**src/rtl/load_store_unit.sv**
```systemverilog
// Load/store unit: turns CPU byte/half/word accesses into aligned word accesses with a ready handshake.
// Optional watchdog on the memory handshake is enabled by defining LSU_TIMEOUT_EN.
module load_store_unit #(
    parameter int MEM_ADDR_W     = 32,
    parameter int TIMEOUT_CYCLES = 255
) (
    input  logic                  clk,
    input  logic                  rst,
    input  logic                  cpu_valid,
    input  logic                  cpu_read,
    input  logic                  cpu_write,
    input  logic [2:0]            cpu_funct3,
    input  logic [31:0]           cpu_addr,
    input  logic [31:0]           cpu_wdata,
    output logic [31:0]           cpu_rdata,
    output logic                  cpu_busy,
    output logic                  cpu_done,
    output logic                  cpu_err,
    output logic                  data_read,
    output logic                  data_write,
    output logic [MEM_ADDR_W-1:0] data_addr,
    output logic [31:0]           data_in,
    output logic [3:0]            data_web,
    input  logic [31:0]           data_out,
    input  logic                  mem_ready
);

    typedef enum logic [1:0] {
        IDLE   = 2'd0,
        ACCESS = 2'd1,
        DONE   = 2'd2
    } state_t;

    generate
        if (MEM_ADDR_W < 3 || MEM_ADDR_W > 32 || TIMEOUT_CYCLES < 1 || TIMEOUT_CYCLES > 255) begin : g_param_check
            $error("load_store_unit: parameter out of range");
        end
    endgenerate

    function automatic logic req_legal(input logic rd, input logic wr,
                                       input logic [2:0] f3, input logic [1:0] lo);
        logic ok;
        ok = 1'b0;
        if (rd ^ wr) begin
            case (f3)
                3'b000:  ok = 1'b1;
                3'b001:  ok = (lo[0] == 1'b0);
                3'b010:  ok = (lo == 2'b00);
                3'b100:  ok = rd;
                3'b101:  ok = rd && (lo[0] == 1'b0);
                default: ok = 1'b0;
            endcase
        end else begin
            ok = 1'b0;
        end
        return ok;
    endfunction

    function automatic logic [3:0] lane_web(input logic [2:0] f3, input logic [1:0] lo);
        logic [3:0] web;
        case (f3[1:0])
            2'b00:   web = 4'b0001 << lo;
            2'b01:   web = lo[1] ? 4'b1100 : 4'b0011;
            default: web = 4'b1111;
        endcase
        return web;
    endfunction

    function automatic logic [31:0] lane_data(input logic [2:0] f3, input logic [31:0] wd);
        logic [31:0] d;
        case (f3[1:0])
            2'b00:   d = {4{wd[7:0]}};
            2'b01:   d = {2{wd[15:0]}};
            default: d = wd;
        endcase
        return d;
    endfunction

    function automatic logic [31:0] load_extend(input logic [2:0] f3, input logic [1:0] lo,
                                                input logic [31:0] word);
        logic [31:0] sh;
        logic [31:0] r;
        sh = word >> {lo, 3'b000};
        case (f3)
            3'b000:  r = {{24{sh[7]}}, sh[7:0]};
            3'b001:  r = {{16{sh[15]}}, sh[15:0]};
            3'b100:  r = {24'h000000, sh[7:0]};
            3'b101:  r = {16'h0000, sh[15:0]};
            default: r = sh;
        endcase
        return r;
    endfunction

    state_t                state_r, state_s;
    logic [2:0]            f3_r, f3_s;
    logic [1:0]            lo_r, lo_s;
    logic                  data_read_r, data_read_s;
    logic                  data_write_r, data_write_s;
    logic [MEM_ADDR_W-1:0] data_addr_r, data_addr_s;
    logic [31:0]           data_in_r, data_in_s;
    logic [3:0]            data_web_r, data_web_s;
    logic                  cpu_busy_r, cpu_busy_s;
    logic                  cpu_done_r, cpu_done_s;
    logic                  cpu_err_r, cpu_err_s;
    logic [31:0]           cpu_rdata_r, cpu_rdata_s;
`ifdef LSU_TIMEOUT_EN
    logic [7:0]            cnt_r, cnt_s;
`endif

    // Next-state and next-output decode; every output is the image of a register.
    always_comb begin
        state_s      = state_r;
        f3_s         = f3_r;
        lo_s         = lo_r;
        data_read_s  = data_read_r;
        data_write_s = data_write_r;
        data_addr_s  = data_addr_r;
        data_in_s    = data_in_r;
        data_web_s   = data_web_r;
        cpu_busy_s   = 1'b0;
        cpu_done_s   = 1'b0;
        cpu_err_s    = 1'b0;
        cpu_rdata_s  = 32'h0000_0000;
`ifdef LSU_TIMEOUT_EN
        cnt_s        = cnt_r;
`endif
        case (state_r)
            IDLE: begin
                if (cpu_valid) begin
                    if (req_legal(cpu_read, cpu_write, cpu_funct3, cpu_addr[1:0])) begin
                        state_s      = ACCESS;
                        f3_s         = cpu_funct3;
                        lo_s         = cpu_addr[1:0];
                        data_read_s  = cpu_read;
                        data_write_s = cpu_write;
                        data_addr_s  = {cpu_addr[MEM_ADDR_W-1:2], 2'b00};
                        data_in_s    = cpu_write ? lane_data(cpu_funct3, cpu_wdata) : 32'h0000_0000;
                        data_web_s   = cpu_write ? lane_web(cpu_funct3, cpu_addr[1:0]) : 4'b0000;
                        cpu_busy_s   = 1'b1;
`ifdef LSU_TIMEOUT_EN
                        cnt_s        = 8'h00;
`endif
                    end else begin
                        state_s    = DONE;
                        cpu_done_s = 1'b1;
                        cpu_err_s  = 1'b1;
                    end
                end else begin
                    state_s = IDLE;
                end
            end
            ACCESS: begin
                if (mem_ready) begin
                    state_s      = DONE;
                    cpu_done_s   = 1'b1;
                    cpu_rdata_s  = data_read_r ? load_extend(f3_r, lo_r, data_out) : 32'h0000_0000;
                    data_read_s  = 1'b0;
                    data_write_s = 1'b0;
                    data_addr_s  = '0;
                    data_in_s    = 32'h0000_0000;
                    data_web_s   = 4'b0000;
`ifdef LSU_TIMEOUT_EN
                end else if (cnt_r == 8'(TIMEOUT_CYCLES - 1)) begin
                    // Watchdog expiry: abandon the access and report an error.
                    state_s      = DONE;
                    cpu_done_s   = 1'b1;
                    cpu_err_s    = 1'b1;
                    data_read_s  = 1'b0;
                    data_write_s = 1'b0;
                    data_addr_s  = '0;
                    data_in_s    = 32'h0000_0000;
                    data_web_s   = 4'b0000;
                end else begin
                    cnt_s      = cnt_r + 8'h01;
                    cpu_busy_s = 1'b1;
                end
`else
                end else begin
                    cpu_busy_s = 1'b1;
                end
`endif
            end
            DONE: begin
                state_s = IDLE;
            end
            default: begin
                state_s      = IDLE;
                data_read_s  = 1'b0;
                data_write_s = 1'b0;
                data_addr_s  = '0;
                data_in_s    = 32'h0000_0000;
                data_web_s   = 4'b0000;
            end
        endcase
    end

    // State and output registers; reset clears everything asynchronously.
    always_ff @(posedge clk or negedge rst) begin
        if (!rst) begin
            state_r      <= IDLE;
            f3_r         <= 3'b000;
            lo_r         <= 2'b00;
            data_read_r  <= 1'b0;
            data_write_r <= 1'b0;
            data_addr_r  <= '0;
            data_in_r    <= 32'h0000_0000;
            data_web_r   <= 4'b0000;
            cpu_busy_r   <= 1'b0;
            cpu_done_r   <= 1'b0;
            cpu_err_r    <= 1'b0;
            cpu_rdata_r  <= 32'h0000_0000;
`ifdef LSU_TIMEOUT_EN
            cnt_r        <= 8'h00;
`endif
        end else begin
            state_r      <= state_s;
            f3_r         <= f3_s;
            lo_r         <= lo_s;
            data_read_r  <= data_read_s;
            data_write_r <= data_write_s;
            data_addr_r  <= data_addr_s;
            data_in_r    <= data_in_s;
            data_web_r   <= data_web_s;
            cpu_busy_r   <= cpu_busy_s;
            cpu_done_r   <= cpu_done_s;
            cpu_err_r    <= cpu_err_s;
            cpu_rdata_r  <= cpu_rdata_s;
`ifdef LSU_TIMEOUT_EN
            cnt_r        <= cnt_s;
`endif
        end
    end

    assign cpu_rdata  = cpu_rdata_r;
    assign cpu_busy   = cpu_busy_r;
    assign cpu_done   = cpu_done_r;
    assign cpu_err    = cpu_err_r;
    assign data_read  = data_read_r;
    assign data_write = data_write_r;
    assign data_addr  = data_addr_r;
    assign data_in    = data_in_r;
    assign data_web   = data_web_r;

endmodule

```
**config.mk**
```make
export PLATFORM = sky130hd
export DESIGN_NAME = load_store_unit
export DESIGN_NICKNAME = d
export VERILOG_FILES = /design/src/rtl/load_store_unit.sv
export SDC_FILE = /design/constraint.sdc
export NUM_CORES = 1
export LEC_CHECK = 0
export CORE_ASPECT_RATIO = 0.7
export CORE_MARGIN = 2
export CORE_UTILIZATION = 47
export CTS_BUF_LIST = sky130_fd_sc_hd__clkbuf_16
export DETAILED_ROUTE_END_ITERATION = 12
export PLACE_DENSITY_LB_ADDON = 0.15
export SYNTH_ARGS = -nofsm -noshare
export SYNTH_HDL_FRONTEND = slang
export SYNTH_SLANG_ARGS = --single-unit
```
**constraint.sdc**
```tcl
create_clock -name clk -period 4.3 [get_ports clk]
set_input_delay 1.075 -clock clk [delete_from_list [all_inputs] [get_ports clk]]
set_output_delay 1.075 -clock clk [all_outputs]
set_load 0.1 [all_outputs]
```
# Word-level counts from Yosys, hierarchy flattened

Index checks and enable logic that the tools add are counted.
W data, S select, Z words.

Output and inout bits: 105
Input port bits: 105
Word-level logic and storage cells: 82
Flip-flop bits (word level): 112

Mux-type cells: 44
Shift-type cells: 2
Reductions and logical operators: 8
Bitwise operators: 3
Equality and inequality tests: 13

Operators with widths:

| cell                  | count |
|---|---|
| $mux W32              | 9 |
| $pmux W32 S3          | 2 |
| $pmux W32 S4          | 1 |
| $pmux W32 S2          | 1 |
| $shr A32 B5 Y32       | 1 |
| $mux W4               | 5 |
| $mux W1               | 15 |
| $eq A3 B3 Y1 const B  | 4 |
| $pmux W4 S3           | 1 |
| $pmux W4 S2           | 1 |
| $eq A3 B1 Y1 const B  | 2 |
| $logic_not A2 Y1      | 3 |
| $logic_not A3 Y1      | 2 |
| $mux W2               | 3 |
| $pmux W1 S3           | 2 |
| $pmux W1 S5           | 1 |
| $eq A2 B1 Y1 const B  | 2 |
| $ne A2 B2 Y1 const B  | 2 |
| $pmux W1 S2           | 2 |
| $pmux W2 S2           | 1 |
| $reduce_and A4 Y1     | 1 |
| $shl A1 B2 Y4 const A | 1 |
| $eq A3 B2 Y1 const B  | 1 |
| $reduce_and A3 Y1     | 1 |
| 5 further kinds       | 6 |

# Longest topological paths before layout

Gate-level depths: netlist of run 1.

Depth in word-level cells: 9
Gate-level depth with buffers: 8
Depth with buffers taken out: 4

# Worst setup path before layout of run 1

Ideal clock, no wire load.

Path type: input port to flip-flop
Start point: input port cpu_funct3[0]
End point: register data_in_r[0] (netlist: data_in[0])
Setup slack: 1.805 ns
Buffers on the path: 2
Cell stages on the path: 5
Arrival: 2.373 ns
Required time: 4.178 ns
Library setup time: 0.122 ns
Cell sequence: buf_2 -> a2111oi_4 -> o21ai_2 -> buf_2 -> a32o_1

Cells in the longest elaborated chain, start to end: 7
Elaborated cells between the ends (all ways): 11
Classes of those cells: eq/ne: 5; mux: 4; reduce/logical: 2

Ends and longest elaborated chain:

| what                                 | line | RTL |
|---|---|---|
| start: declaration                   | 12   | `input logic [2:0] cpu_funct3,` |
| $eq A3 B3 Y1 (tied with other cells) | 45   | `case (f3)` |
| $pmux W1 S5 (*)                      | 45   |  |
| $mux W1 (*)                          | 44   | `if (rd ^ wr) begin` |
| $mux W1 (*)                          | 129  | `if (cpu_valid) begin` |
| $mux W1 (*)                          | 127  | `case (state_r)` |
| $ne A2 B1 Y1 (no line) (*)           | --   |  |
| $reduce_and A4 Y1 (no line) (*)      | --   |  |
| end signal: assignment               | 222  | `data_in_r <= data_in_s;` |
| end: declaration                     | 100  | `logic [31:0] data_in_r, data_in_s;` |

Mark *: on every way between the ends. The rest lies on a longest branch, timed or not. The select of a mux whose other input is x is not followed.
A chain may end at the register's enable or synchronous reset.

# Worst setup path in the final report of run 1

Start point: input port cpu_funct3[0]
End point: register data_in_r[9] (netlist: data_in[9])

Cells in the longest elaborated chain, start to end: 7
Elaborated cells between the ends (all ways): 18
Classes of those cells: eq/ne: 6; mux: 9; reduce/logical: 3

Ends and longest elaborated chain:

| what                                 | line |
|---|---|
| $eq A3 B3 Y1 (tied with other cells) | 45 |
| $pmux W1 S5                          | 45 |
| $mux W1                              | 44 |
| $mux W1                              | 129 |
| $mux W1                              | 127 |
| $ne A2 B1 Y1 (no line)               | -- |
| $reduce_and A4 Y1 (no line)          | -- |

Several ways; a longest one is shown, not always the timed one. The select of a mux whose other input is x is not followed.

==> results.yml, run 1 <==
outcome:
  status: "completed"
yosys:
  synth_seq_cells: 110
  syn_avg_cell_area_um2: 10.3
  synth_edf_count: 0
  syn_inst: 497
  ys_types: 39
  synthArstFlopShare: 1.00
  synthFlopType: "dfrtp_1"
  synth_seq_area_share: 0.538
  synthesis.area_um2: 5120
  ys_warn_count: 0
clocking:
  cts_buffer_depth: 2
  htreeDepth: 3
  numCtsBuffers: 9
  cts_root_buffer: "clkbuf_16"
  cts_tree: "done"
  cts-resized-gates: 0
  cts_setup_buffers: 0
  clk_latency_ns: 0.34
  clock_sink_count: 110
  clk_pin_slew_ns: 0.07
  hold_buffers: 0
global_routing:
  grt_max_degree: 71
  antenna_found_initial: 0
  first_global_vias: 4681
  grt_remaining_overflow: 0
  grt_pass1_wl_um: 24500
  grt_usage: 0.270
flow_run:
  cap_violations: 0
power_and_ir_drop:
  power.density_nw_per_um2: 561
  total_power_mw: 4.24
  ir_drop_v: 0.000375
  cellLeakagePower_nw: 3.29
sta:
  finalMaxSlewViolations: 0
  tightest_slew_ns: 1.02
  finalSetupTns_ns: 0
  finClkSkew_ns: 0.00907
  hold_viol_final: 0
  fmax_mhz: 315
  rsz0062_at_grt: "false"
  max_slew_margin: 0.315
  worst_slack_ns: 1.13
  setup_viol: 0
  hold_slack_ns: 0.518
  period_share: 0.738
  layout_min_cycle_time_ns: 3.17
final_layout:
  fillers: 799
  post-route-util: 0.722
  nNetsFinal: 785
  n_antenna_cell: 0
  final_common_cell: "clkdlybuf4s50_1"
  final_cell_mix: "clkdlybuf4s50_1 (206), dfrtp_1 (110), nand2_1 (65), o21ai_0 (50), mux2i_1 (41)"
  layout-drive-gt1-share: 0.0672
  synthToLayoutAreaGrowth_pct: 47.6
  fin_cells: 817
  stdcell_area_um2: 7560
worst_setup_path:
  endpoint_kind: "register"
  cp_data_arrival_time_ns: 3.38
  startpoint_type: "input pin"
  critPathBufInv: 3
  critPathMaxFanout: 35
  crit_top_cell: "buf_4"
  max_stage_delay_ns: 0.67
  crit_path_top_delay_cell: "clkdlybuf4s50_1"
  crit_type: "input pin to register"
  path_cells: "clkdlybuf4s50_1 -> nor2_1 -> o211a_1 -> buf_4 -> o21a_2 -> buf_4 -> o22ai_1"
  cp_data_required_time_ns: 4.51
  cpLargestDelayFamily: "buffers and inverters"
die:
  io_pins: 210
  dieArea_um2: 11800
  start_util: 0.489
  core_um2: 10500
  die_w_um: 129
  die_y_um: 91.3
  rows: 31
hold_path:
  hold_class: "register to register"
place:
  dp_hpwl_um: 10900
  routabilityCongestion: 0.862
  dp_slack_ns: 0.756
  dpl_cell_area_um2: 7260
  port_buffers: 207
  post-place-cells: 801
routing:
  viasPerCell: 5.66
  ant_nets: 0
  drc_errors: 0
  num_vias: 4625
  drt_iter0_drc: 279
  wirelength_um: 15500
  first_pass_iters: 5
  wl_per_cell_um: 19.0
worst paths after layout:
check	from	endpoint	slack, ns	depth (start not counted)
setup / recovery	cpu_funct3[0]	data_in[9]	1.13	7
hold / removal	lo_r[0]	lo_r[0]	0.52	1
setup reg to reg	lo_r[1]	cpu_rdata[13]	2.06	3
hold reg to reg	lo_r[0]	lo_r[0]	0.52	1
max in group asynchronous	rst	data_in[28]	2.56	2
min in group asynchronous	rst	data_addr[10]	0.86	1
where the power goes:
part	total, mW	internal, mW	switching, mW	leakage [nW]
sequential	1.34	1.20	0.136	1.48
clock	0.841	0.455	0.386	0.150
combinational	2.06	0.530	1.53	1.66
layout make-up:
type                    instances  area [um2]  area share
multi-input cells             336        2150       0.285
flip-flops and latches        110        2750       0.364
clock inverters                 7        71.3     0.00944
well taps                     132         165      0.0219
inverters                       4        15.0     0.00199
repair buffers                219        2170       0.287
clock buffers                   9         225      0.0298
cells in the mapped netlist, types with 3 or more instances:
cell        n  area [um2]
a21oi_1    18        90.1
nor2_1     23        86.3
o211ai_1   32         240
buf_2      11        55.1
dfrtp_1   110        2750
a211oi_1   14         105
inv_1       4        15.0
mux2_2      6        67.6
a32o_1      9        90.1
nor2b_1     8        50.1
buf_1       3        11.3
o22ai_1    30         188
and2_1      6        37.5
clkbuf_2    3        15.0
mux2i_1    41         410
a21o_1      9        67.6
o21ai_0    50         250
nand2_1    65         244
clkbuf_1   27         101
buf_4       4        30.0
cell families (layout without fill, tap and decap cells):
family | after synthesis | in the layout | synth area share
buffers and inverters | 52 | 239 | 0.0445
multiplexers | 47 | 47 | 0.0934
AND/OR/NAND/NOR | 116 | 116 | 0.103
other | 1 | 2 | 0.000733
AO/OA/AOI/OAI | 171 | 171 | 0.220
flip-flops | 110 | 110 | 0.538
state kept, by name, indices dropped and copies added (netlist names):
name,cells
lo_r,2
data_in,32
data_read,1
data_web,4
data_write,1
cpu_err,1
state_r,2
cpu_rdata,32
f3_r,3
cpu_busy,1
cpu_done,1
data_addr,30
per-layer routing:
metal | vias up | track usage | wire [um]
li1 | 2160 | - | -
met1 | 2233 | 0.371 | 6760
met2 | 209 | 0.411 | 7280
met3 | 23 | 0.0819 | 1260
met4 | 0 | 0.0842 | 240
met5 | - | 0 | 0
No activity file was read; power rests on OpenSTA's default activity.
==> run 2, diff against run 1 <==
--- a/config.mk
+++ b/config.mk
@@ -7,7 +7,7 @@
 export LEC_CHECK = 0
 export CORE_ASPECT_RATIO = 0.7
 export CORE_MARGIN = 2
-export CORE_UTILIZATION = 47
+export CORE_UTILIZATION = 43
 export CTS_BUF_LIST = sky130_fd_sc_hd__clkbuf_16
 export DETAILED_ROUTE_END_ITERATION = 12
 export PLACE_DENSITY_LB_ADDON = 0.15
==> constraint.sdc (replaced) <==
create_clock -name clk -period 3 [get_ports clk]
set_input_delay 0.75 -clock clk [delete_from_list [all_inputs] [get_ports clk]]
set_output_delay 0.75 -clock clk [all_outputs]
set_load 0.1 [all_outputs]
==> run 2 against run 1 <==
Against the previous run: worst setup slack lost 0.54 ns; die area grew 9.0%; flip-flop and latch count is the same; non-clock buffer count grew 6; combinational power grew 41%; critical path depth shrank 2; clock skew is essentially flat; final cell count grew 3.7%; core utilization shrank 8.8 points; cell area shrank 2.4%; clock-buffer cell count is the same.
==> results.yml, run 2 (synthesized netlist as in run 1, its figures left out) <==
clocking:
  hold_buffers: 0
  cts_tree: "done"
  cts_root_buffer: "clkbuf_16"
  clock_sink_count: 110
  cts-resized-gates: 0
  numCtsBuffers: 9
  clk_pin_slew_ns: 0.08
  cts_buffer_depth: 2
  clk_latency_ns: 0.34
  cts_setup_buffers: 0
  htreeDepth: 3
worst_setup_path:
  cp_data_required_time_ns: 3.22
  endpoint_kind: "register"
  r2r_end: "cpu_rdata[20]"
  cp_data_arrival_time_ns: 2.63
  crit_type: "input pin to register"
  critPathMaxFanout: 32
  reg2reg_setup_slack_ns: 1.04
  r2r_start: "lo_r[0]"
  worstRegToRegCells: 5
  startpoint_type: "input pin"
  startpoint: "cpu_funct3[0]"
sta:
  setup_viol: 0
  layout_min_cycle_time_ns: 2.41
  hold_slack_ns: 0.432
  max_slew_margin: 0.472
  fmax_mhz: 414
  period_share: 0.804
  tightest_slew_ns: 0.790
  hold_viol_final: 0
  finalMaxSlewViolations: 0
  finClkSkew_ns: 0.00927
  finalSetupTns_ns: 0
  rsz0062_at_grt: "false"
final_layout:
  final_common_cell: "buf_4"
  final_cell_mix: "buf_4 (120), dfrtp_1 (110), clkdlybuf4s50_1 (103), nand2_1 (65), o21ai_0 (50)"
  stdcell_area_um2: 7380
  fillers: 1003
  synthToLayoutAreaGrowth_pct: 44.1
  nNetsFinal: 791
  fin_cells: 847
  layout-drive-gt1-share: 0.222
  n_antenna_cell: 0
routing:
  first_pass_iters: 5
  wl_per_cell_um: 17.9
  ant_nets: 0
  wirelength_um: 15200
  drc_errors: 0
  num_vias: 4550
  drt_iter0_drc: 307
  viasPerCell: 5.37
global_routing:
  use_met2: 0.354
  grt.busiest_layer: "met2"
  grt_usage: 0.238
  grt_pass1_wl_um: 23700
  grt_remaining_overflow: 0
  first_global_vias: 4425
  grt_max_degree: 52
  use_met3: 0.0627
  grt_use_met1: 0.348
  antenna_found_initial: 0
power_and_ir_drop:
  cellLeakagePower_nw: 3.50
  power.density_nw_per_um2: 809
  ir_drop_v: 0.000576
place:
  port_buffers: 207
  dp_hpwl_um: 11100
  dpl_cell_area_um2: 7090
  post-place-cells: 832
  routabilityCongestion: 0.888
die:
  start_util: 0.440
  die_w_um: 134
  dieArea_um2: 12800
  die_y_um: 95.3
  io_pins: 210
  core_um2: 11600
  rows: 33
hold_path:
  hold_class: "input pin to async pin"
flow_run:
  cap_violations: 0
outcome:
  status: "completed"
run 2: cell types whose count changed in the layout (fill, tap and decap cells not counted), sizes merged:
cell	change
buf	+109
clkdlybuf4s50	-103
clkinv	-1
run 2: metrics by stage:
step | setup slack (ns) | utilization | power [mW]
2_1_floorplan | 0.741 | - | 4.08
3_3_place_gp | 0.278 | 0.609 | 4.78
3_5_place_dp | 0.230 | 0.609 | 4.82
4_1_cts | 0.588 | 0.634 | 6.01
5_1_grt | 0.510 | 0.634 | 6.21
6_report | 0.587 | 0.634 | 5.97
run 2: metal layers:
metal,wire length [um],part of all wire
met2,6760,0.45
met3,1140,0.075
met5,0,0
met1,7070,0.47
met4,205,0.014
run 2: worst max-delay path, stage by stage:
cell and delay [ns]:
clkdlybuf4s50_1 0.61, a2111oi_4 0.58, buf_4 0.41, o21a_1 0.19, o22ai_1 0.08
run 2: worst max-delay path by stage:
stage,slack [ns],cells after the start,to
finish,0.59,5,cpu_done
global route,0.51,6,data_in[23]
CTS,0.59,5,cpu_done
detailed placement,0.23,5,cpu_done
global placement,0.28,5,cpu_done
floorplan,0.74,5,cpu_rdata[24]
run 2: final cells by class:
class	instances	area, um2	area share
well taps	157	196	0.0266
repair buffers	225	1970	0.267
clock buffers	9	225	0.0305
multi-input cells	336	2150	0.292
flip-flops and latches	110	2750	0.373
clock inverters	6	61.3	0.00831
inverters	4	15.0	0.00204
run 2: where the power goes:
group	switching (mW)	leakage [nW]	internal (mW)
Clock	0.527	0.143	0.644
Sequential	0.175	1.48	1.73
Combinational	2.21	1.88	0.689
Total	2.91	3.50	3.06
